--- config.mk ---
export PLATFORM = sky130hd
export DESIGN_NAME = base64_stream_decode
export DESIGN_NICKNAME = d
export VERILOG_FILES = /design/src/rtl/base64_pkg.sv /design/src/rtl/base64_char_decode.sv /design/src/rtl/base64_stream_decode.sv
export SDC_FILE = /design/constraint.sdc
export NUM_CORES = 1
export LEC_CHECK = 0
export CAP_MARGIN = 20
export CORE_UTILIZATION = 50
export DETAILED_ROUTE_END_ITERATION = 8
export GPL_ROUTABILITY_DRIVEN = 0
export GPL_TIMING_DRIVEN = 0
export PLACE_DENSITY = 0.76
export SETUP_SLACK_MARGIN = 0.05
export SLEW_MARGIN = 40
export SYNTH_ARGS = -nofsm -noshare
export SYNTH_HDL_FRONTEND = slang
export SYNTH_SLANG_ARGS = --single-unit
--- constraint.sdc ---
create_clock -name clk -period 2.4 [get_ports clk]
set_input_delay 0.48 -clock clk [delete_from_list [all_inputs] [get_ports clk]]
set_output_delay 0.48 -clock clk [all_outputs]
set_load 0.02 [all_outputs]
--- src/rtl/base64_pkg.sv ---
// rtl/base64_pkg.sv - shared types and constants for the Base64 stream decoder
//
// Purpose: FSM state and character-class enums plus the ASCII constants that
//          the character decoder and the stream decoder both need.
// Ports:   none (package)

package base64_pkg;

    typedef enum logic {
        COLLECT = 1'b0,
        EMIT    = 1'b1
    } state_t;

    typedef enum logic [1:0] {
        DATA    = 2'd0,
        PAD     = 2'd1,
        SKIP    = 2'd2,
        INVALID = 2'd3
    } char_class_t;

    localparam logic [7:0] CHAR_PAD = 8'h3D;
    localparam logic [7:0] CHAR_CR  = 8'h0D;
    localparam logic [7:0] CHAR_LF  = 8'h0A;

endpackage

--- src/rtl/base64_char_decode.sv ---
// rtl/base64_char_decode.sv - combinational ASCII to Base64 class/value map
//
// Purpose: classifies one ASCII character as data (with its 6-bit value),
//          pad '=', skippable CR/LF, or invalid.
// Ports:
//   i_char   in  8  ASCII character
//   o_class  out 2  char_class_t encoding (DATA, PAD, SKIP, INVALID)
//   o_value  out 6  6-bit group value, 0 unless o_class is DATA

module base64_char_decode
    import base64_pkg::*;
#(
    parameter bit IGNORE_CRLF = 1'b1
) (
    input  logic [7:0] i_char,
    output logic [1:0] o_class,
    output logic [5:0] o_value
);

    always_comb begin
        o_class = INVALID;
        o_value = 6'd0;
        if (i_char >= 8'h41 && i_char <= 8'h5A) begin
            o_class = DATA;
            o_value = 6'(i_char - 8'h41);           // 'A'..'Z' -> 0..25
        end else if (i_char >= 8'h61 && i_char <= 8'h7A) begin
            o_class = DATA;
            o_value = 6'(i_char - 8'h47);           // 'a'..'z' -> 26..51
        end else if (i_char >= 8'h30 && i_char <= 8'h39) begin
            o_class = DATA;
            o_value = 6'(i_char + 8'h04);           // '0'..'9' -> 52..61
        end else if (i_char == 8'h2B) begin
            o_class = DATA;
            o_value = 6'd62;
        end else if (i_char == 8'h2F) begin
            o_class = DATA;
            o_value = 6'd63;
        end else if (i_char == CHAR_PAD) begin
            o_class = PAD;
        end else if (IGNORE_CRLF && (i_char == CHAR_CR || i_char == CHAR_LF)) begin
            o_class = SKIP;
        end
    end

endmodule

--- src/rtl/base64_stream_decode.sv ---
// rtl/base64_stream_decode.sv - streaming Base64 to byte decoder with pad/error handling
//
// Purpose: collects four Base64 characters into a 24-bit quantum, then emits
//          1..3 bytes MSB first; flags malformed input and counts bytes.
// Ports:
//   clk        in   1      system clock
//   rst_n      in   1      synchronous active-low reset
//   clr        in   1      synchronous frame clear (aborts quantum, zeroes byte_cnt)
//   in_valid   in   1      ASCII character valid
//   in_data    in   8      ASCII character
//   in_ready   out  1      decoder can accept a character (COLLECT)
//   out_valid  out  1      decoded byte valid (EMIT)
//   out_data   out  8      decoded byte
//   out_ready  in   1      downstream accepts byte
//   out_last   out  1      final byte of a padded quantum
//   err        out  1      one-cycle pulse after a malformed character is consumed
//   byte_cnt   out  CNT_W  bytes emitted since reset/clr, saturating

module base64_stream_decode
    import base64_pkg::*;
#(
    parameter bit IGNORE_CRLF = 1'b1,
    parameter int CNT_W       = 16
) (
    input  logic             clk,
    input  logic             rst_n,
    input  logic             clr,
    input  logic             in_valid,
    input  logic [7:0]       in_data,
    output logic             in_ready,
    output logic             out_valid,
    output logic [7:0]       out_data,
    input  logic             out_ready,
    output logic             out_last,
    output logic             err,
    output logic [CNT_W-1:0] byte_cnt
);

    state_t            r_state;
    state_t            w_state_nxt;
    logic [1:0]        r_idx;       // next slot in the quantum
    logic [23:0]       r_acc;
    logic [1:0]        r_npad;      // pads seen in this quantum
    logic [1:0]        r_bsel;      // byte being presented in EMIT
    logic              r_err;
    logic [CNT_W-1:0]  r_cnt;

    logic [1:0]        w_class_raw;
    char_class_t       w_class;
    logic [5:0]        w_value;
    logic              w_in_fire;
    logic              w_out_fire;
    logic              w_bad;
    logic              w_done;
    logic              w_final_byte;

    base64_char_decode #(
        .IGNORE_CRLF (IGNORE_CRLF)
    ) u_char_decode (
        .i_char  (in_data),
        .o_class (w_class_raw),
        .o_value (w_value)
    );

    assign w_class    = char_class_t'(w_class_raw);
    assign w_in_fire  = in_valid & in_ready;
    assign w_out_fire = out_valid & out_ready;

    // Npad = 0/1/2 means 3/2/1 bytes, so the last byte index is 2 - Npad.
    assign w_final_byte = (r_bsel == (2'd2 - r_npad));

    // Legality of the incoming character against the quantum built so far.
    always_comb begin
        w_bad  = 1'b0;
        w_done = 1'b0;
        unique case (w_class)
            DATA: begin
                w_bad  = (r_npad != 2'd0);
                w_done = (r_npad == 2'd0) && (r_idx == 2'd3);
            end
            PAD: begin
                w_bad  = (r_idx < 2'd2);
                w_done = (r_idx == 2'd3);
            end
            SKIP: begin
                w_bad  = 1'b0;
                w_done = 1'b0;
            end
            INVALID: begin
                w_bad  = 1'b1;
                w_done = 1'b0;
            end
        endcase
    end

    always_ff @(posedge clk) begin
        if (!rst_n || clr) begin
            r_state <= COLLECT;
        end else begin
            r_state <= w_state_nxt;
        end
    end

    always_comb begin
        w_state_nxt = r_state;
        in_ready    = 1'b0;
        out_valid   = 1'b0;
        unique case (r_state)
            COLLECT: begin
                in_ready = 1'b1;
                if (w_in_fire && w_done) begin
                    w_state_nxt = EMIT;
                end
            end
            EMIT: begin
                out_valid = 1'b1;
                if (w_out_fire && w_final_byte) begin
                    w_state_nxt = COLLECT;
                end
            end
        endcase
    end

    always_ff @(posedge clk) begin
        if (!rst_n || clr) begin
            r_idx  <= 2'd0;
            r_acc  <= 24'd0;
            r_npad <= 2'd0;
            r_bsel <= 2'd0;
            r_err  <= 1'b0;
            r_cnt  <= '0;
        end else begin
            r_err <= w_in_fire && w_bad;
            if (w_in_fire && w_class != SKIP) begin
                if (w_bad) begin
                    r_idx  <= 2'd0;
                    r_acc  <= 24'd0;
                    r_npad <= 2'd0;
                end else begin
                    // Pad slots load zero; leftover bits of padded quanta are never emitted.
                    unique case (r_idx)
                        2'd0: r_acc[23:18] <= (w_class == DATA) ? w_value : 6'd0;
                        2'd1: r_acc[17:12] <= (w_class == DATA) ? w_value : 6'd0;
                        2'd2: r_acc[11:6]  <= (w_class == DATA) ? w_value : 6'd0;
                        2'd3: r_acc[5:0]   <= (w_class == DATA) ? w_value : 6'd0;
                    endcase
                    r_idx <= r_idx + 2'd1;   // wraps to 0 on the 4th slot
                    if (w_class == PAD) begin
                        r_npad <= r_npad + 2'd1;
                    end
                end
            end
            if (w_out_fire) begin
                if (r_cnt != {CNT_W{1'b1}}) begin
                    r_cnt <= r_cnt + {{(CNT_W-1){1'b0}}, 1'b1};
                end
                if (w_final_byte) begin
                    r_bsel <= 2'd0;
                    r_npad <= 2'd0;
                    r_idx  <= 2'd0;
                    r_acc  <= 24'd0;
                end else begin
                    r_bsel <= r_bsel + 2'd1;
                end
            end
        end
    end

    always_comb begin
        out_data = r_acc[23:16];
        unique case (r_bsel)
            2'd0:    out_data = r_acc[23:16];
            2'd1:    out_data = r_acc[15:8];
            default: out_data = r_acc[7:0];
        endcase
    end

    assign out_last = (r_state == EMIT) && (r_npad != 2'd0) && w_final_byte;
    assign err      = r_err;
    assign byte_cnt = r_cnt;

endmodule
# [After elaboration in Yosys (flattened, before gate mapping)]
# Cells that the tools add are included.
# W data, S select, Z words.
[word_totals] regBits=48 inputBits=13 output_inout_bits=28 elab_cells=99
[op_classes] add_sub_neg=8 magnitude_cmp=7 n_eq_ne=15 n_mux=39 bitwise=3 reduce_logical=20
[op_table] operator="$mux W24" n=4
[op_table] operator="$mux W6" n=10
[op_table] operator="$mux W2" n=16
[op_table] operator="$eq A8 B6 Y1 const B" n=3
[op_table] operator="$add A16 B1 Y16 const B" n=1
[op_table] operator="$eq A8 B4 Y1 const B" n=2
[op_table] operator="$ge A8 B7 Y1 const B" n=2
[op_table] operator="$le A8 B7 Y1 const B" n=2
[op_table] operator="$ne A16 B16 Y1 const B" n=1
[op_table] operator="$pmux W8 S2" n=1
[op_table] operator="$logic_and A1 B1 Y1" n=10
[op_table] operator="$eq A2 B2 Y1 const B" n=4
[op_table] operator="$ge A8 B6 Y1 const B" n=1
[op_table] operator="$le A8 B6 Y1 const B" n=1
[op_table] operator="$logic_not A2 Y1" n=4
[op_table] operator="$add A2 B1 Y2 const B" n=3
[op_table] operator="$add A6 B3 Y6 const B" n=1
[op_table] operator="$eq A2 B1 Y1 const B" n=3
[op_table] operator="$sub A6 B1 Y6 const B" n=1
[op_table] operator="$sub A6 B3 Y6 const B" n=1
[op_table] operator="$mux W1" n=5
[op_table] operator="$pmux W1 S4" n=1
[op_table] operator="$pmux W1 S3" n=1
[op_table] operator="$and A1 B1 Y1" n=2
[op_table] operator="other kinds (11)" n=12

# [Logic depth before layout (Yosys ltp)]
[depth] word_depth=16 depth_mapped=11 depth_no_buf=8

# [Hierarchy]
# A second synthesis with hierarchy kept.
[unflattened] hier_cells=352 hier_area_um2=2964.1
[modules_own_cells] mod="base64_stream_decode" instances=1 cells_per_inst=270 area_per_inst_um2=2361.0 seq_area_each_um2=960.9
[modules_own_cells] mod="base64_char_decode" instances=1 cells_per_inst=82 area_per_inst_um2=603.1 seq_area_each_um2=0.0

# [Worst setup path after synthesis]
# Ideal clock, no wire load.
[synth_timing] path_type="input to register" start="input in_data[2]" end="register r_acc[17]" setup_time_ns=0.117 arrival_time_ns=2.328 t_required_ns=2.283 setup_slack_ns=-0.045 stages=10 path_buffers=2 path_cell_list="buf_6 -> inv_1 -> ha_1 -> nor2b_1 -> o21ai_0 -> and3_1 -> buf_2 -> a31oi_2 -> o311ai_2 -> a22o_1"
[synth_between] elab_chain_len=16 word_cells_on_any_way=43 cone_classes="3 x add/sub; 6 x order compare; 9 x eq/ne; 19 x mux; 6 x reduce/logical"
[synth_lines] item="start: declaration" line="base64_stream_decode.sv:29" source="input logic [7:0] in_data,"
[synth_lines] item="parallel branches: the longest is 13 deep, another holds $mux W24"
[synth_lines] item="$mux W24 (*)" line="base64_stream_decode.sv:134" source="if (w_in_fire && w_class != SKIP) begin"
[synth_lines] item="$mux W24" line="base64_stream_decode.sv:157" source="if (w_final_byte) begin"
[synth_lines] item="$mux W24 (*)" line="base64_stream_decode.sv:153" source="if (w_out_fire) begin"
[synth_lines] item="end signal: assignment" line="base64_stream_decode.sv:143" source="2'd1: r_acc[17:12] <= (w_class == DATA) ? w_value : 6'd0;"
[synth_lines] item="end: declaration" line="base64_stream_decode.sv:42" source="logic [23:0] r_acc;"
# Mark *: on every way between the ends.
# A chain may end at the register's enable or synchronous reset.

# [Worst setup path after layout]
[layout_timing] start="input in_data[2]" end="register r_acc[1]"
[layout_between] elab_chain_len=16 word_cells_on_any_way=40 cone_classes="6 x order compare; 9 x eq/ne; 19 x mux; 6 x reduce/logical"
[layout_lines] item="parallel branches: the longest is 13 deep, another holds $mux W24"
[layout_lines] item="$mux W24 (*)" line="base64_stream_decode.sv:134"
[layout_lines] item="$mux W24" line="base64_stream_decode.sv:157"
[layout_lines] item="$mux W24 (*)" line="base64_stream_decode.sv:153"
[layout_lines] item="end signal: assignment" line="base64_stream_decode.sv:145" source="2'd3: r_acc[5:0] <= (w_class == DATA) ? w_value : 6'd0;"
# Marks and branches as above.

==> results.json <==
{
  "status": "finished, final reports clean",
  "post_cts_hold_buffer_count": 0,
  "grt_antenna_before_repair": 0,
  "yosysUniqueCellTypes": 59,
  "slowest_cp_cell": "sky130_fd_sc_hd__a2111oi_4",
  "critical_path_class": "in -> reg",
  "mappedNetlistArea_mm2": 0.00310,
  "timing.critical_path.from": "in_data[2]",
  "cp_data_arrival_time_ns": 2.55,
  "final_period_minus_worst_setup_slack_ns": 2.29,
  "vdd.ir_drop.worst_uv": 263,
  "overflow": 0,
  "worst_reg2reg_endpoint": "r_acc[11]$_SDFF_PP0_",
  "worstReg2RegStart": "r_npad[0]$_SDFF_PP0_",
  "max_fanout_on_critical_path": 7,
  "p_total_mw": 1.78,
  "top_ports": 41,
  "globalRouteTotalUtil_pct": 25.8,
  "dp.cells": 478,
  "setup_viol": 0,
  "grt_start_max_net_pins": 17,
  "timing_max_transition_violations_final": 0,
  "ant_nets": 0,
  "route.met3.wl_um": 340,
  "cts_max_path_buffers": 2,
  "hold-path-cell-count": 1,
  "slew-limit-headroom_pct": 58.0,
  "met1Wirelength_um": 3520,
  "synth_fp_nets": 394,
  "tcrit_tclk_final_pct": 95.4,
  "initial_core_util_pct": 52.1,
  "fin_hold_ws_ns": 0.479,
  "hold_start": "r_acc[20]$_SDFF_PP0_",
  "clk_slew_on_worst_s_h_paths_ns": 0.10,
  "dr.first_iter.drc_count": 148,
  "yosys_warnings": 0,
  "number_of_global_route_vias_before_repair": 2790,
  "tightest_slew_ns": 0.624,
  "nNetsFinal": 451,
  "yosysSeqAreaShare_pct": 31.0,
  "yosysTopAreaCellShare_pct": 31.0,
  "rsz_0062_raised_after_global_routing": "true",
  "multi_input_area_mm2": 0.00224,
  "syn_to_layout_area_delta_pct": 31.1,
  "fp.dieArea_mm2": 0.00652,
  "highest_clock_frequency_the_design_can_meet_mhz": 437,
  "dieHeight_um": 80.8,
  "number_of_cells_in_the_finished_layout_apart_from_fillers": 496,
  "global_route_wire_length_before_repair_um": 13000,
  "timing.critical_path.to_type": "flip-flop",
  "yosysTopAreaCell": "sky130_fd_sc_hd__dfxtp_1",
  "ys.flop_type": "sky130_fd_sc_hd__dfxtp_1",
  "hold_viol_final": 0,
  "placement_rows": 28,
  "fin_tns_setup_ns": 0,
  "wirelength_um": 8160,
  "critical-path-max-stage-delay_ns": 0.46,
  "post_synth_main_area_contributors": "sky130_fd_sc_hd__dfxtp_1 (31%), sky130_fd_sc_hd__ha_1 (7.3%), sky130_fd_sc_hd__nand2_1 (4.6%)",
  "max-cap-violations": 0,
  "route.vias.total": 2982,
  "die_w_um": 80.8,
  "ctsRootBufferMaster": "sky130_fd_sc_hd__clkbuf_8",
  "remaining_drc_errors": 0,
  "setup.reg_to_reg.worst_slack_ns": 0.20,
  "fillerInstances": 472,
  "post_route_cells_drive_above_1_share_pct": 20.0,
  "synth.avg_cell_area_um2": 8.55,
  "cts_inserted_buffers": 5,
  "hp-class": "reg -> reg",
  "synth-async-reset-ratio_pct": 0,
  "top_layer_used": "met4",
  "rr_worst_depth": 8,
  "clock-skew-final_ns": 0.00404,
  "synth_enable_flop_cells": 0,
  "port-buffer-count": 40,
  "htreeDepth": 2,
  "detailroute.wirelength.met2_um": 4040,
  "tritoncts": "built",
  "critical_path.cell_chain": "buf_4 > buf_6 > inv_2 > ha_4 > a21o_1 > a311o_1 > or3_4 > a2111oi_4 > a22o_1",
  "p_leak_nw": 1.47,
  "core_mm2": 0.00596,
  "start_kind": "input pin",
  "sequential_standard_cell_area_um2": 963,
  "routed_wire_length_per_instance_um": 16.5,
  "power_per_cell_area_mw_per_mm2": 437,
  "worst_skew_pair.late_latency_ns": 0.31,
  "post_detail_place_hpwl_um": 5700,
  "critPathRequiredTime_ns": 2.66,
  "diodes": 0,
  "postSynthCellCount": 363,
  "min_delay_worst_endpoint": "r_acc[20]$_SDFF_PP0_",
  "postSynthRegisterBits": 48,
  "detail_route.first_pass.iterations": 4,
  "tritoncts_num_sinks": 48,
  "vias_per_cell": 6.01
}
[cells in the mapped netlist (all sizes together) (4+ instances only)]
master,number
nor2b,10
nor4,5
inv,16
nand2,38
o21ai,17
nand3,13
xor2,8
a32oi,4
or3,4
a32o,8
clkbuf,9
nand4,5
xnor2,12
nor3,7
a22o,12
a22oi,9
buf,8
and3,5
ha,18
o211ai,16
dfxtp,48
nand2b,6
nor2,32
a31oi,6
a21oi,10
o311ai,4
[area by class of cell]
class / count / area share, %
Tap cell: 75 / 2.31
Multi-Input combinational cell: 282 / 55.1
Sequential cell: 48 / 23.7
Timing Repair Buffer: 52 / 11.8
Inverter: 16 / 1.54
Buffer: 15 / 2.18
Clock buffer: 5 / 1.69
Clock inverter: 3 / 1.69
[state kept, by name (all words and copies together), names as in the netlist]
name      flops
r_acc        24
byte_cnt     16
r_bsel        2
r_idx         2
r_npad        2
err           1
r_state       1
[power breakdown]
group          leakage [nW]  total [mW]  internal [mW]  switching, mW
clock network        0.0687       0.730          0.420          0.310
logic                  1.01       0.249         0.0989          0.150
registers             0.388       0.799          0.798        0.00116
[critical path: cells and delay by family]
kind	cells	cell delay, ns
AO/OA/AOI/OAI	4	1.25
adder cells (fa/ha/maj)	1	0.18
buffers and inverters	3	0.27
AND/OR/NAND/NOR	1	0.36
[worst max path at each step]
stage | slack (ns) | to | cells past startpoint
after floorplan | 0.05 | r_acc[13]$_SDFF_PP0_ | 8
after global placement | -0.86 | r_acc[11]$_SDFF_PP0_ | 9
after detailed placement | -0.93 | r_acc[11]$_SDFF_PP0_ | 9
after CTS | 0.05 | out_data[0] | 7
after global routing | 0.04 | out_data[1] | 7
final | 0.11 | r_acc[1]$_SDFF_PP0_ | 9
[logic make-up (layout without fill, tap and decap cells)]
family | after synthesis | after routing | share of synthesized area, %
AOI/OAI and AO/OA | 103 | 103 | 27.0
buffers and inverters | 33 | 91 | 4.72
and+or+nand+nor | 139 | 139 | 23.8
DFF | 48 | 48 | 31.0
adders and majority gates | 18 | 18 | 7.26
xor gates and xnor gates | 20 | 20 | 5.65
muxes | 2 | 2 | 0.645
[cells in the final DEF, fill, tap and decap left out, drive strengths merged, types with 3 or more instances in the layout]
cell type / n
a21oi: 10
a22o: 12
a22oi: 9
a31oi: 6
a32o: 8
a32oi: 4
and3: 5
and4: 3
buf: 23
clkbuf: 16
clkdlybuf4s50: 23
dfxtp: 48
dlygate4sd2: 7
ha: 18
inv: 17
nand2: 38
nand2b: 6
nand3: 13
nand4: 5
nor2: 32
nor2b: 10
nor3: 7
nor3b: 3
nor4: 5
o211ai: 16
o21ai: 17
o311ai: 4
or2: 3
or3: 4
xnor2: 12
xor2: 8
[metrics by stage]
stage / worst slack (ns) / utilization (%) / area [µm²]
2_1_floorplan: 0.0506 / - / 3150
3_3_place_gp: -0.859 / 61.2 / 3640
3_5_place_dp: -0.925 / 61.2 / 3640
4_1_cts: 0.0481 / 66.9 / 3990
5_1_grt: 0.0406 / 68.3 / 4070
6_report: 0.111 / 68.3 / 4070
[what timing repair did]
| action | CTS | global route |
|---|---|---|
| setup buffers | 8 | 4 |
| endpoints found under the setup margin | 39 | 31 |
| pin swaps | 13 | 9 |
| resized for setup | 60 | 34 |
[routing by layer]
metal / vias up / global-route usage (%)
li1: 1459 / -
met1: 1408 / 30.7
met2: 90 / 45.2
met3: 25 / 4.16
met4: 0 / 12.1
met5: - / 0
No activity file was read; power rests on OpenSTA's default activity.
